<file path="config.mk">
export PLATFORM = sky130hd
export DESIGN_NAME = mem_port_arbiter
export DESIGN_NICKNAME = d
export VERILOG_FILES = /design/src/rtl/mem_port_arbiter.sv
export SDC_FILE = /design/constraint.sdc
export NUM_CORES = 1
export LEC_CHECK = 0
export ABC_AREA = 1
export CORE_AREA = 3 3 104 106
export DETAILED_ROUTE_END_ITERATION = 10
export DIE_AREA = 0 0 107 109
export PLACE_DENSITY = 0.65
export SKIP_CTS_REPAIR_TIMING = 1
export SYNTH_ARGS = -nofsm -noshare
export SYNTH_HDL_FRONTEND = slang
export SYNTH_SLANG_ARGS = --single-unit
export TNS_END_PERCENT = 1
</file>
<file path="constraint.sdc">
create_clock -name clk -period 1.8 [get_ports clk]
set_input_delay 0.54 -clock clk [delete_from_list [all_inputs] [get_ports clk]]
set_output_delay 0.54 -clock clk [all_outputs]
set_load 0.02 [all_outputs]
</file>
<file path="src/rtl/mem_port_arbiter.sv">
// mem_port_arbiter: shares one memory port between fetch and load/store.
// Define ARB_STARVE_GUARD_EN to let a waiting fetch preempt data priority.
module mem_port_arbiter #(
  parameter int ADDR_W     = 32,
  parameter int DATA_W     = 32,
  parameter int MEM_LAT    = 2,
  parameter int STARVE_MAX = 4
) (
  input  logic              clk,
  input  logic              rst,
  input  logic              if_req,
  input  logic [ADDR_W-1:0] if_addr,
  output logic              if_gnt,
  output logic              if_rvalid,
  output logic [DATA_W-1:0] if_rdata,
  input  logic              d_req,
  input  logic              d_we,
  input  logic [ADDR_W-1:0] d_addr,
  input  logic [DATA_W-1:0] d_wdata,
  input  logic [2:0]        d_func3,
  output logic              d_gnt,
  output logic              d_rvalid,
  output logic [DATA_W-1:0] d_rdata,
  output logic              mem_en,
  output logic              mem_we,
  output logic [ADDR_W-1:0] mem_addr,
  output logic [DATA_W-1:0] mem_wdata,
  output logic [2:0]        mem_func3,
  input  logic [DATA_W-1:0] mem_rdata,
  output logic              busy
);

  if (MEM_LAT < 1 || MEM_LAT > 15) begin : g_bad_lat
    $error("MEM_LAT out of range");
  end
  if (STARVE_MAX < 1 || STARVE_MAX > 15) begin : g_bad_starve
    $error("STARVE_MAX out of range");
  end

  typedef enum logic {S_IDLE, S_WAIT} state_t;

  state_t     state, state_nx;
  logic [3:0] lat_cnt, lat_nx;
  logic       own_d;
  logic       we_q;
  logic       guard;
  logic       fetch_win;
  logic       data_win;
  logic       resp;

`ifdef ARB_STARVE_GUARD_EN
  logic [3:0] starve_cnt;

  assign guard = (starve_cnt == 4'(STARVE_MAX));

  // count data grants that overtook a waiting fetch
  always_ff @(posedge clk or negedge rst) begin
    if (!rst) begin
      starve_cnt <= '0;
    end else if (data_win) begin
      if (!if_req)
        starve_cnt <= '0;
      else if (starve_cnt != 4'(STARVE_MAX))
        starve_cnt <= starve_cnt + 4'd1;
    end else if (fetch_win) begin
      starve_cnt <= '0;
    end
  end
`else
  assign guard = 1'b0;
`endif

  // pick a winner only while idle and out of reset
  always_comb begin
    fetch_win = 1'b0;
    data_win  = 1'b0;
    if (rst && state == S_IDLE) begin
      if (if_req && (!d_req || guard))
        fetch_win = 1'b1;
      else if (d_req)
        data_win = 1'b1;
    end
  end

  // next state and latency countdown
  always_comb begin
    state_nx = state;
    lat_nx   = lat_cnt;
    unique case (state)
      S_IDLE: begin
        if (fetch_win || data_win) begin
          state_nx = S_WAIT;
          lat_nx   = 4'(MEM_LAT - 1);
        end
      end
      S_WAIT: begin
        if (lat_cnt == 4'd0)
          state_nx = S_IDLE;
        else
          lat_nx = lat_cnt - 4'd1;
      end
      default: state_nx = S_IDLE;
    endcase
  end

  // state register, owner and write flag of the open transaction
  always_ff @(posedge clk or negedge rst) begin
    if (!rst) begin
      state   <= S_IDLE;
      lat_cnt <= '0;
      own_d   <= 1'b0;
      we_q    <= 1'b0;
    end else begin
      state   <= state_nx;
      lat_cnt <= lat_nx;
      if (fetch_win || data_win) begin
        own_d <= data_win;
        we_q  <= data_win & d_we;
      end
    end
  end

  // memory port mux from the winner
  always_comb begin
    mem_we    = 1'b0;
    mem_addr  = '0;
    mem_wdata = '0;
    mem_func3 = 3'b000;
    unique case (1'b1)
      data_win: begin
        mem_we    = d_we;
        mem_addr  = d_addr;
        mem_wdata = d_wdata;
        mem_func3 = d_func3;
      end
      fetch_win: begin
        mem_addr  = if_addr;
        mem_func3 = 3'b010;
      end
      default: ;
    endcase
  end

  assign resp      = (state == S_WAIT) && (lat_cnt == 4'd0);
  assign if_gnt    = fetch_win;
  assign d_gnt     = data_win;
  assign mem_en    = fetch_win | data_win;
  assign if_rvalid = resp & ~own_d;
  assign d_rvalid  = resp & own_d;
  assign if_rdata  = if_rvalid ? mem_rdata : '0;
  assign d_rdata   = (d_rvalid && !we_q) ? mem_rdata : '0;
  assign busy      = (state == S_WAIT);

endmodule
</file>
======== Word level (Yosys, flattened, before mapping) ========
Cells that the tools add are included.
storage, ports and cells
  register bits after elaboration ......... 7
  input bits .............................. 136
operators by class
  add/sub/neg operators ................... 1
  equal/unequal tests ..................... 2
  mux-type cells .......................... 17
  bitwise gates (word level) .............. 6
  reductions and logical operators ........ 9
operators with widths
  kind                 count
  $mux 32              3
  $pmux 32 s2          1
  $mux 1               8
  $mux 4               2
  $pmux 4 s2           1
  $pmux 3 s2           1
  $logic_and 1x1->1    4
  $logic_not 4->1      1
  $sub 4x1->4 const B  1
  $and 1x1->1          3
  $logic_not 1->1      2
  $ne 2x1->1 const B   1
  $ne 2x2->1 const B   1
  $not 1->1            2
  $pmux 1 s2           1
  $reduce_and 2->1     1
  $logic_or 1x1->1     1
  $or 1x1->1           1

======== Logic depth before layout (Yosys ltp) ========
Gate-level depths: netlist of the first run.
  depth after elaboration ................. 7
  gate-level depth with buffers ........... 9

======== Worst setup path after synthesis of the first run ========
No wires, ideal clock.
  kind .................................... register to output
  from .................................... register lat_cnt[0]
  to ...................................... output port d_rdata[10]
  data arrival time ....................... 1.511 ns
  path slack .............................. -0.251 ns
  cell stages (with the launch flop) ...... 10
  path buffers ............................ 1
  cells stage by stage .................... dfrtp_1 inv_1 ha_1 nand2_1 inv_1 nand2_1 nor2_4 nand2_2 buf_6 nor2_2
on the way
  longest elaborated chain between the ends .. 5
RTL lines
  element                 line  source
  start, declared         43    logic [3:0] lat_cnt, lat_nx;
  start signal, assigned  115   lat_cnt <= lat_nx;
  $logic_not 4->1         144   assign resp = (state == S_WAIT) && (lat_cnt == 4'd0);
  $logic_and 1x1->1       144
  $and 1x1->1             149   assign d_rvalid = resp & own_d;
  net d_rvalid            22    output logic d_rvalid,
  $logic_and 1x1->1       151   assign d_rdata = (d_rvalid && !we_q) ? mem_rdata : '0;
  $mux 32                 151
  end, declared           23    output logic [DATA_W-1:0] d_rdata,
The timed path passes the listed nets, and every way through them passes these cells.

======== Worst setup path after layout of the first run ========
  from .................................... register lat_cnt[0]
  to ...................................... output port d_rdata[21]
on the way
  longest elaborated chain between the ends .. 5
RTL lines
  element            line
  $logic_not 4->1    144
  $logic_and 1x1->1  144
  $and 1x1->1        149
  $logic_and 1x1->1  151
  $mux 32            151
Every way passes these cells.

==> impl_metrics.tcl, run 1 <==
set metrics [dict create \
    cp.buffers_inverters 4 \
    timing.critical_path.required_ns 1.26 \
    postSynthCellCount 337 \
    leakage_nw 2.611 \
    clk_path_buf_depth 2 \
    finalClockSkew_ns 0.004766 \
    antenna_found_initial 0 \
    yosysWarnings 0 \
    post_drt_via_cell_ratio 3.931 \
    yosys_register_bits 7 \
    synth.lib_cells_used.distinct 16 \
    num_vias 2984 \
    failed_checks "negative setup slack" \
    numClockSinks 7 \
    detailedRoute.firstPassIterationCount 4 \
    htreeDepth 1 \
    critPathKind "register to output port" \
    finalNetCount 764 \
    die-height_um 109 \
    row_count 36 \
    post_drt_wl_per_cell_um 12.89 \
    timing.final.crit_share_pct 121.0 \
    layout_min_cycle_time_ns 2.178 \
    number_of_i_o_pins 274 \
    finalMaxSlewViolations 0 \
    post_route_cells_drive_above_1_share_pct 35.14 \
    type_of_the_worst_min_delay_path "input pin to asynchronous set/reset pin" \
    largest_net_degree_at_the_start_of_global_routing 37 \
    n_antenna_cell 0 \
    run_status "finished with violations" \
    hold_slack_ns 0.2340 \
    setup_slack_of_the_critical_path_after_layout_ns -0.3779 \
    detail_route.wirelength_um 9783 \
    pre_cts_slack_ns -1.137 \
    pwr_density_cell_mw_per_mm2 690.4 \
    place.port_buffers 273 \
    synth_mux_area_share_pct 0 \
    measured_slew_at_the_worst_slew_check_pin_ns 0.2954 \
    portion_of_the_post_synthesis_area_used_by_sequential_elements_pct 11.10 \
    number_of_design_rule_violations_left_by_the_first_detailed_router_iteration 130 \
    floorplan.core_area_mm2 0.009864 \
    vdd_ir_drop_max_v 0.0003591 \
    setup_viol_count_final 136 \
    timing.max_slew.rel_slack_pct 80.10 \
    clock-root-buffer "sky130_fd_sc_hd__clkbuf_8" \
    dpl.hpwl_um 8222 \
    crit_path_launch_type "register" \
    r2r_setup_slack_ns 0.62 \
    total_power_mw 3.225 \
    synth_top_family_by_area "simple AND/OR/NAND/NOR gates" \
    synth_nets 474 \
    fp.dieW_um 107 \
    layout_area_growth_over_synthesis_pct 196.0 \
    overflow 0 \
    dpl.cell_count 752 \
    synth_fa_ha_area_share_pct 0.7930 \
    fraction_of_synthesized_cell_area_in_xor_and_xnor_cells_pct 0.5551 \
    synth_compound_gate_area_share_pct 1.269 \
    syn-mean-instance-area_um2 4.682 \
    rsz0062_at_grt "yes" \
    grt_first_pass_wirelength_um 13590 \
    postRouteAntennaNets 0 \
    clkSlewWorstSetupHoldPaths_ns 0.04 \
    final_cell_count_no_fill 759 \
    report.final.hold_viol_count 0 \
    tritoncts.num_buffers 3 \
    cp_cell_sequence "inv_2, ha_4, nand2_2, inv_2, nand2_2, nor2_4, nand2_4, buf_4, nor2_4, buf_4" \
    initial_core_utilization_pct 15.99 \
    slowest_stage "sky130_fd_sc_hd__dfrtp_1" \
    cpPeakStageDelay_ns 0.38 \
    drv.max_cap_violation_count 0 \
    gp_congestion 0.7816 \
    dieArea_mm2 0.01166 \
    post_synth_and_or_nand_nor_area_fraction_pct 60.35 \
    timing.critical_path.max_delay_family "buffers and inverters" \
    detail_route.drc_violations 0 \
    arrival_ns 1.64 \
    clock_tree_from_tritoncts "yes" \
    crit_path_end_kind "output port" \
    synth.cell_area_mm2 0.001578 \
    grt_pass1_vias 2836 \
    clock_latency_ns 0.22 \
    fmaxAchievable_mhz 459.2 \
    globalRouteTotalUtil_pct 14.36 \
    critical_path_peak_fanout 7 \
]
cell usage in the layout, fill, tap and decap left out, types with 3 or more instances in the layout:
| master | synthesis | routed |
|---|---|---|
| sky130_fd_sc_hd__buf_12 | 0 | 5 |
| sky130_fd_sc_hd__buf_2 | 9 | 9 |
| sky130_fd_sc_hd__buf_4 | 3 | 74 |
| sky130_fd_sc_hd__buf_6 | 3 | 47 |
| sky130_fd_sc_hd__clkbuf_2 | 0 | 28 |
| sky130_fd_sc_hd__clkbuf_8 | 0 | 3 |
| sky130_fd_sc_hd__clkdlybuf4s50_1 | 0 | 132 |
| sky130_fd_sc_hd__dfrtp_1 | 7 | 6 |
| sky130_fd_sc_hd__dlymetal6s2s_1 | 0 | 3 |
| sky130_fd_sc_hd__inv_1 | 81 | 76 |
| sky130_fd_sc_hd__inv_2 | 1 | 4 |
| sky130_fd_sc_hd__nand2_1 | 115 | 110 |
| sky130_fd_sc_hd__nand2_2 | 2 | 6 |
| sky130_fd_sc_hd__nand3_1 | 6 | 6 |
| sky130_fd_sc_hd__nor2_1 | 71 | 67 |
| sky130_fd_sc_hd__nor2_2 | 32 | 5 |
| sky130_fd_sc_hd__nor2_4 | 1 | 32 |
| sky130_fd_sc_hd__o21ai_0 | 3 | 3 |
metal layers:
| layer | routed length, um | GRT usage, % |
|---|---|---|
| met4 | 122 | 2.922 |
| met5 | 0 | 0 |
| met3 | 913 | 4.144 |
| met1 | 3548 | 15.08 |
| met2 | 5198 | 28.28 |
flip-flops by register name (all words and copies together) (netlist names):
name / count
busy: 1
we_q: 1
own_d: 1
lat_cnt: 4
metrics by stage:
step | area [um^2] | TNS (ns) | utilization [%]
global placement | 4788 | -112.15 | 48.54
CTS | 4833 | -130.59 | 49.00
detailed placement | 4788 | -115.31 | 48.54
floorplan | 1774 | -8.767 | -
global route | 4671 | -46.96 | 47.35
finish | 4671 | -29.40 | 47.35
Yosys cell counts:
cell type                 instances  area share, %
sky130_fd_sc_hd__nor2_1          71             17
sky130_fd_sc_hd__nand2_1        115             27
sky130_fd_sc_hd__nor2_4           1           0.71
sky130_fd_sc_hd__inv_1           81             19
sky130_fd_sc_hd__buf_6            3            2.1
sky130_fd_sc_hd__buf_4            3            1.4
sky130_fd_sc_hd__buf_2            9            2.9
sky130_fd_sc_hd__ha_1             1           0.79
sky130_fd_sc_hd__nand3_1          6            1.9
sky130_fd_sc_hd__inv_2            1           0.24
sky130_fd_sc_hd__nand2_2          2           0.79
sky130_fd_sc_hd__o21ai_0          3           0.95
sky130_fd_sc_hd__nor2_2          32             13
sky130_fd_sc_hd__dfrtp_1          7             11
sky130_fd_sc_hd__xor2_1           1           0.56
sky130_fd_sc_hd__a21oi_1          1           0.32
worst paths after layout:
path / startpoint / end / cells past startpoint
min in group clk: lat_cnt[0]$_DFFE_PN0P_ / lat_cnt[0]$_DFFE_PN0P_ / 2
setup reg to reg: busy$_DFF_PN0_ / own_d$_DFFE_PN0P_ / 6
hold reg to reg: lat_cnt[0]$_DFFE_PN0P_ / lat_cnt[0]$_DFFE_PN0P_ / 2
hold / removal: rst / lat_cnt[1]$_DFFE_PN0P_ / 2
max in group asynchronous: rst / busy$_DFF_PN0_ / 2
setup / recovery: lat_cnt[0]$_DFFE_PN0P_ / d_rdata[21] / 10
cells by family after synthesis:
group	count (synthesis)
simple gates	227
buf+inv	97
flops	7
compound gates	4
xor+xnor	1
fa+ha+maj	1
cell type report:
class | instances | area [um^2]
Timing Repair Buffer | 300 | 2779
Inverter | 82 | 315.3
Tap cell | 133 | 166.4
Sequential cell | 7 | 176.4
Clock buffer | 4 | 45.04
Fill cell | 1023 | 5194
Multi-Input combinational cell | 233 | 1189
power breakdown:
part / leakage (nW) / total [mW] / internal (mW) / switching (mW)
clock network: 0.0228 / 0.213 / 0.153 / 0.0608
logic: 2.50 / 2.71 / 1.27 / 1.44
registers: 0.0841 / 0.301 / 0.239 / 0.0622
total: 2.61 / 3.22 / 1.66 / 1.56
Power figures use the tool's default switching activity.
==> inputs of run 2 (changes only) <==
Settings changed: CORE_AREA 3 3 104 106 to 2 2 108 110, DIE_AREA 0 0 107 109 to 0 0 110 112, PLACE_DENSITY 0.65 to default.
Clock period 1.8 ns to 2.4 ns, I/O delays scaled along.
==> run 2 against run 1 <==
Compared with the run above:
- the flow still finishes with violations (negative setup slack)
- clock power is 31% higher
- final area decreased by 3.4%
- die area is 5.6% higher
- non-clock buffer count decreased by 5
- core utilization fell by 7.0 points
- register-to-register slack improved by 0.61 ns
- routed wire length fell by 10%
- critical path depth stayed put
- cell count increased by 0.66%
- critical path type unchanged
==> impl_metrics.tcl, run 2 (synthesis results as in run 1) <==
set metrics [dict create \
    worst_r2r_endpoint "lat_cnt[0]$_DFFE_PN0P_" \
    dpl.cell_count 757 \
    post_drt_wl_per_cell_um 11.49 \
    detail_route.drc_violations 0 \
    numClockSinks 7 \
    arrival_ns 1.70 \
    crit_path_launch_type "register" \
    antenna_found_initial 0 \
    largest_register "lat_cnt" \
    totalNegativeSetupSlack_ns -0.03693 \
    die-height_um 112 \
    htreeDepth 1 \
    report.final.hold_viol_count 0 \
    reg2regPathDepth 8 \
    finalClockSkew_ns 0.0003290 \
    tritoncts.num_buffers 3 \
    pre_cts_slack_ns -0.9211 \
    postRouteAntennaNets 0 \
    clock_tree_from_tritoncts "yes" \
    fill_cell_total_of_the_finished_layout 1191 \
    clock_latency_ns 0.23 \
    run_status "finished with violations" \
    clk_path_buf_depth 2 \
    reg_to_reg_critical_path_startpoint "lat_cnt[0]$_DFFE_PN0P_" \
    critPathKind "register to output port" \
    globalRouteTotalUtil_pct 12.42 \
    finalMaxSlewViolations 0 \
    setup_viol_count_final 2 \
    grt_first_pass_wirelength_um 12490 \
    failed_checks "negative setup slack" \
    setup_slack_of_the_critical_path_after_layout_ns -0.02458 \
    detail_route.wirelength_um 8782 \
    place.port_buffers 273 \
    layout_min_cycle_time_ns 2.425 \
    mostFrequentLayoutCells "sky130_fd_sc_hd__clkdlybuf4s50_1 (133), sky130_fd_sc_hd__nand2_1 (114), sky130_fd_sc_hd__inv_1 (78)" \
    largest_net_degree_at_the_start_of_global_routing 37 \
    timing.max_slew.rel_slack_pct 83.46 \
    most_common_library_cell_in_the_layout_ignoring_fill_and_taps "sky130_fd_sc_hd__clkdlybuf4s50_1" \
    critical_path_peak_fanout 32 \
    number_of_i_o_pins 274 \
    vdd_ir_drop_max_v 0.0003646 \
    multi_input_area_mm2 0.001008 \
    final_cell_count_no_fill 764 \
    max_ffs_per_register 4 \
    overflow 0 \
    initial_core_utilization_pct 14.12 \
    finalNetCount 759 \
    drv.max_cap_violation_count 0 \
    r2r_setup_slack_ns 1.23 \
    type_of_the_worst_min_delay_path "input pin to asynchronous set/reset pin" \
    gp_congestion 0.8293 \
    floorplan.core_area_mm2 0.01117 \
    timing.critical_path.required_ns 1.68 \
    layout_area_growth_over_synthesis_pct 186.0 \
    grt_pass1_vias 2711 \
    dieArea_mm2 0.01232 \
    measured_slew_at_the_worst_slew_check_pin_ns 0.2455 \
    dpl.hpwl_um 7416 \
    timing.final.crit_share_pct 101.0 \
    post_route_cells_drive_above_1_share_pct 31.08 \
    clock-root-buffer "sky130_fd_sc_hd__clkbuf_16" \
    leakage_nw 2.746 \
    n_antenna_cell 0 \
    seqCellArea_um2 175.2 \
    row_count 39 \
    post_drt_via_cell_ratio 3.808 \
    detailedRoute.firstPassIterationCount 4 \
    fp.dieW_um 110 \
    fmaxAchievable_mhz 412.4 \
    number_of_design_rule_violations_left_by_the_first_detailed_router_iteration 77 \
    num_vias 2909 \
    clkSlewWorstSetupHoldPaths_ns 0.03 \
    pwr_density_cell_mw_per_mm2 517.2 \
    crit_path_end_kind "output port" \
    rsz0062_at_grt "yes" \
    total_power_mw 2.334 \
]
[run 2: critical path, cell delays in order (launching register included)]
cell	delay (ns)
sky130_fd_sc_hd__dfrtp_1	0.38
sky130_fd_sc_hd__inv_2	0.07
sky130_fd_sc_hd__ha_2	0.17
sky130_fd_sc_hd__nand2_1	0.05
sky130_fd_sc_hd__inv_1	0.07
sky130_fd_sc_hd__nand2_1	0.08
sky130_fd_sc_hd__nor2_4	0.10
sky130_fd_sc_hd__nand2_2	0.07
sky130_fd_sc_hd__buf_12	0.17
sky130_fd_sc_hd__nor2_1	0.13
sky130_fd_sc_hd__buf_4	0.16
[run 2: through the flow]
stage	instance area (um^2)	hold WS [ns]	util (%)
floorplan	1578	0.4244	-
global placement	4581	0.4658	40.99
detailed placement	4581	0.4855	40.99
CTS	4659	0.4943	41.70
global route	4513	0.4333	40.39
finish	4513	0.4153	40.39
[run 2: worst max path at each step]
stage / startpoint / endpoint / slack [ns] / cells past startpoint
floorplan: rst / mem_addr[15] / 0.15 / 7
global placement: rst / mem_addr[16] / -0.92 / 9
detailed placement: rst / mem_addr[31] / -0.92 / 9
CTS: rst / mem_addr[31] / -0.93 / 9
global route: lat_cnt[0]$_DFFE_PN0P_ / d_rdata[31] / -0.13 / 10
finish: lat_cnt[0]$_DFFE_PN0P_ / d_rdata[31] / -0.02 / 10
[run 2: layout make-up]
type / count / share of cell area, %
Sequential cell: 7 / 3.881
Clock buffer: 4 / 1.747
Multi-Input combinational cell: 233 / 22.35
Tap cell: 143 / 3.965
Inverter: 82 / 6.986
Timing Repair Buffer: 295 / 61.08
[run 2: per-layer routing]
| layer | track usage, % | up-vias | part of all wire, % |
|---|---|---|---|
| met5 | 0 | - | 0 |
| met4 | 2.954 | 0 | 1.5 |
| met3 | 3.337 | 12 | 12 |
| met2 | 24.66 | 153 | 54 |
| met1 | 12.34 | 1250 | 33 |
| li1 | - | 1494 | - |
[run 2: power by group]
| part | total [mW] | switching (mW) | internal [mW] |
|---|---|---|---|
| sequential | 0.218 | 0.0406 | 0.177 |
| clock | 0.280 | 0.0596 | 0.221 |
| combinational | 1.84 | 0.976 | 0.860 |
==> edit 1: new RTL, flow settings as in run 1 <==
Change the parameter `ADDR_W` from 32 to 16.
--- a/src/rtl/mem_port_arbiter.sv
+++ b/src/rtl/mem_port_arbiter.sv
@@ -2,5 +2,5 @@
 // Define ARB_STARVE_GUARD_EN to let a waiting fetch preempt data priority.
 module mem_port_arbiter #(
-  parameter int ADDR_W     = 32,
+  parameter int ADDR_W     = 16,
   parameter int DATA_W     = 32,
   parameter int MEM_LAT    = 2,
Interface: changed (resized d_addr, if_addr and mem_addr); port bits go from 274 to 226. No check against the original RTL was run, so the function may have changed too.
==> edit 1 against run 1 <==
- the run still ends with setup timing left
- synthesized cell count fell by 15%
- sequential cell count did not move
- first-iteration DRC count fell by 22%
- global-route usage fell by 3.3 points
- synthesized area fell by 9.0%
- maximum frequency fell by 0.64%
- clock skew fell by 0.0044 ns
- total power fell by 4.7%
- core utilization fell by 4.5 points
- worst setup slack got worse by 0.014 ns
- cell area fell by 9.5%
- routed wire length fell by 22%
- critical path type unchanged
- largest power group unchanged
==> edit 1: results (changes against run 1) <==
- Final Skew: 0.000336 ns (-0.00443 ns)
- Maximum vdd drop: 334 µV (-7.1%)
- DP Cell Count: 656 (-13%)
- Routed WL: 7580 µm (-22%)
- Failing checks: setup timing
- Synth area leaders: inv_1 21%, nor2_1 19%, nand2_1 17%
- Switch share: 0.479 (-0.00525)
- Setup Viol. Count Final: 120 (-12%)
- Cell variety after synth: 19 (+3)
- Sequential cell count: 7 (unchanged)
- Clock network area share: 0.0107 (+0.00102)
- Initial DRC count: 102 (-22%)
- Fin nets: 636 (-17%)
- Share of cells above drive strength 1: 0.421 (+0.0693)
- Vias: 2512 (-16%)
- Vias in the first global route: 2430 (-14%)
- Syn avg cell area: 5.04 µm² (+7.6%)
- Combinational power share: 0.828 (-0.012)
- Count of multi-input gates: 185 (-21%)
- Pin count of the biggest net entering global routing: 34 (-8.1%)
- Non-clk buf share: 0.576 (-0.0187)
- Post-DP HPWL: 6360 µm (-23%)
- Synth Area in Adders: 0.00871 (+0.000781)
- GP Congestion: 0.741 (-5.2%)
- Non-clock buffers: 252 (-16%)
- Hold Worst Slack: 0.236 ns (+0.00205 ns)
- Register share of the cell area: 0.0418 (+0.00398)
- Compound-Gate Fraction of Synth Area: 0.0139 (+0.00125)
- Fillers: 999 (-2.3%)
- Buffers on Ports: 225 (-18%)
- Register area share after synthesis: 0.122 (+0.0109)
- Post-Synth XOR/XNOR Area: 0.00610 (+0.000546)
- Setup crit end: d_rdata[22]
- Status: finished, violations left
- Seq pwr share: 0.099 (+0.006)
- Total negative slack: -24.74 ns (+4.66 ns)
- Worst R2R Start: lat_cnt[0]$_DFFE_PN0P_
- Fin worst setup slack: -0.392 ns (-0.0141 ns)
- Power Total: 3.07 mW (-4.7%)
[edit 1: cell types whose count changed in the layout (fill, tap and decap cells not counted), moves of 3 or more]
| cell | delta |
|---|---|
| buf_2 | -4 |
| buf_4 | +8 |
| buf_8 | +3 |
| clkbuf_2 | -23 |
| clkdlybuf4s50_1 | -32 |
| nand2_1 | -45 |
| nand2_2 | -4 |
| nor2_1 | -21 |
| nor2_2 | +18 |
| nor2_4 | +3 |
[edit 1: stage by stage]
stage | utilization | worst slack (ns)
final | 0.428 | -0.392
after global routing | 0.428 | -0.485
after CTS | 0.423 | -1.08
after detailed placement | 0.418 | -1.08
after global placement | 0.418 | -1.06
after floorplan | - | -0.169
[edit 1: layer usage]
layer	GRT usage	vias up	part of all wire
li1	-	1270	-
met1	0.110	1087	0.33
met2	0.217	153	0.53
met3	0.0444	2	0.13
met4	0.0192	0	0.0028
met5	0	-	0
==> edit 2: new RTL, flow settings as in run 1 <==
Without the edit above. The option `ARB_STARVE_GUARD_EN` is turned on by a define.
--- a/src/rtl/mem_port_arbiter.sv
+++ b/src/rtl/mem_port_arbiter.sv
@@ -1,4 +1,6 @@
 // mem_port_arbiter: shares one memory port between fetch and load/store.
 // Define ARB_STARVE_GUARD_EN to let a waiting fetch preempt data priority.
+`define ARB_STARVE_GUARD_EN
+
 module mem_port_arbiter #(
   parameter int ADDR_W     = 32,
Check against the original RTL: same outputs for any inputs over 10 cycles, from zero or initial values and one cycle with rst low; that may be too few to reach the edited logic, so the function may still have changed.
==> edit 2 against run 1 <==
- sequential cell count is 4 higher
- critical endpoint is now mem_addr[17]
- combinational power is 7% higher
- worst setup slack better by 0.0088 ns
- synthesized area is 24% higher
- routed wire length is 17% higher
- count of clock-buffer cells in the layout stayed put
- core utilization is 7.1 points higher
- total power is 11% higher
- largest power group unchanged
- the run still ends with setup timing left
- cell area is 15% higher
==> edit 2: results (changes against run 1) <==
- Post-DP HPWL: 9620 µm (+17%)
- Drt pass-1 iters: 5 (+1)
- Vias in the first global route: 3488 (+23%)
- Final Skew: 0.00287 ns (-0.00189 ns)
- Critical path fanouts, max: 10 (+3)
- Routed len/inst: 14.3 µm (+11%)
- Failing checks: setup timing
- CP top delay family: simple AND/OR/NAND/NOR gates
- Non-filler cells, final: 804 (+5.9%)
- Seq pwr share: 0.119 (+0.026)
- Setup Viol. Count Final: 137 (+0.74%)
- Share of cells above drive strength 1: 0.400 (+0.0486)
- Fin worst setup slack: -0.369 ns (+0.00879 ns)
- Met2 WL: 6040 µm (+16%)
- Fillers: 954 (-6.7%)
- Antenna violations before repair: 1 (+1)
- GR Util met3: 0.0497 (+0.00829)
- Top cells by count, synth: 89 x nor2_1, 83 x inv_1, 57 x nand2_1
- Met2 Resource Use GR: 0.335 (+0.0522)
- GP Congestion: 0.835 (+6.8%)
- Reg2reg setup slack: 0.39 ns (-0.23 ns)
- Vias per cell: 4.36 (+11%)
- FF-to-FF End: we_q$_DFFE_PN0P_
- CP max stage delay: 0.34 ns (-0.04 ns)
- Cell variety after synth: 22 (+6)
- Worst slew pin tran: 0.277 ns (-0.0183 ns)
- Initial DRC count: 203 (+56%)
- Worst R2R Start: starve_cnt[0]$_DFFE_PN0P_
- Clock latency on the worst-skew pair: 0.24 ns (+0.02 ns)
- Maximum vdd drop: 303 µV (-16%)
- Pin count of the biggest net entering global routing: 34 (-8.1%)
- Status: finished, violations left
==> edit 2: cell count changes in the layout (fill, tap and decap cells not counted), sizes merged, moves of 2 or more <==
cell	change
nand2	-56
nand3	+37
nand4	+35
buf	+20
dfrtp	+4
clkbuf	-3
dlymetal6s2s	+2
ha	+2
inv	+2
nor2	-2
==> edit 2: worst register-to-register path, stage by stage, from the launching register on <==
cell,delay (ns)
dfrtp_1,0.38
inv_1,0.06
ha_1,0.15
nand3_2,0.09
nand2_4,0.10
nand2_4,0.08
buf_4,0.19
nand3_1,0.10
buf_4,0.11
nand2_1,0.04
==> edit 2: area by class of cell <==
| type | count | area [µm²] | area share |
|---|---|---|---|
| Timing Repair Buffer | 319 | 2920 | 0.544 |
| Sequential cell | 11 | 277 | 0.0515 |
| Antenna cell | 1 | 2.50 | 0.000466 |
| Inverter | 84 | 320 | 0.0596 |
| Clock buffer | 4 | 45.0 | 0.00838 |
| Multi-Input combinational cell | 252 | 1640 | 0.305 |
| Tap cell | 133 | 166 | 0.0310 |
==> edit 2: cells by family after synthesis <==
kind of cell	after synthesis	synth area share
fa+ha+maj	3	0.0192
compound gates	6	0.0167
simple gates	241	0.565
flops	11	0.141
buf+inv	110	0.249
xor+xnor	2	0.00897
==> edit 2: how the worst min path moves through the flow <==
stage	to	slack, ns
finish	starve_cnt[1]$_DFFE_PN0P_	0.29
global route	starve_cnt[2]$_DFFE_PN0P_	0.32
CTS	own_d$_DFFE_PN0P_	0.48
detailed placement	own_d$_DFFE_PN0P_	0.47
global placement	own_d$_DFFE_PN0P_	0.46
floorplan	busy$_DFF_PN0_	0.24
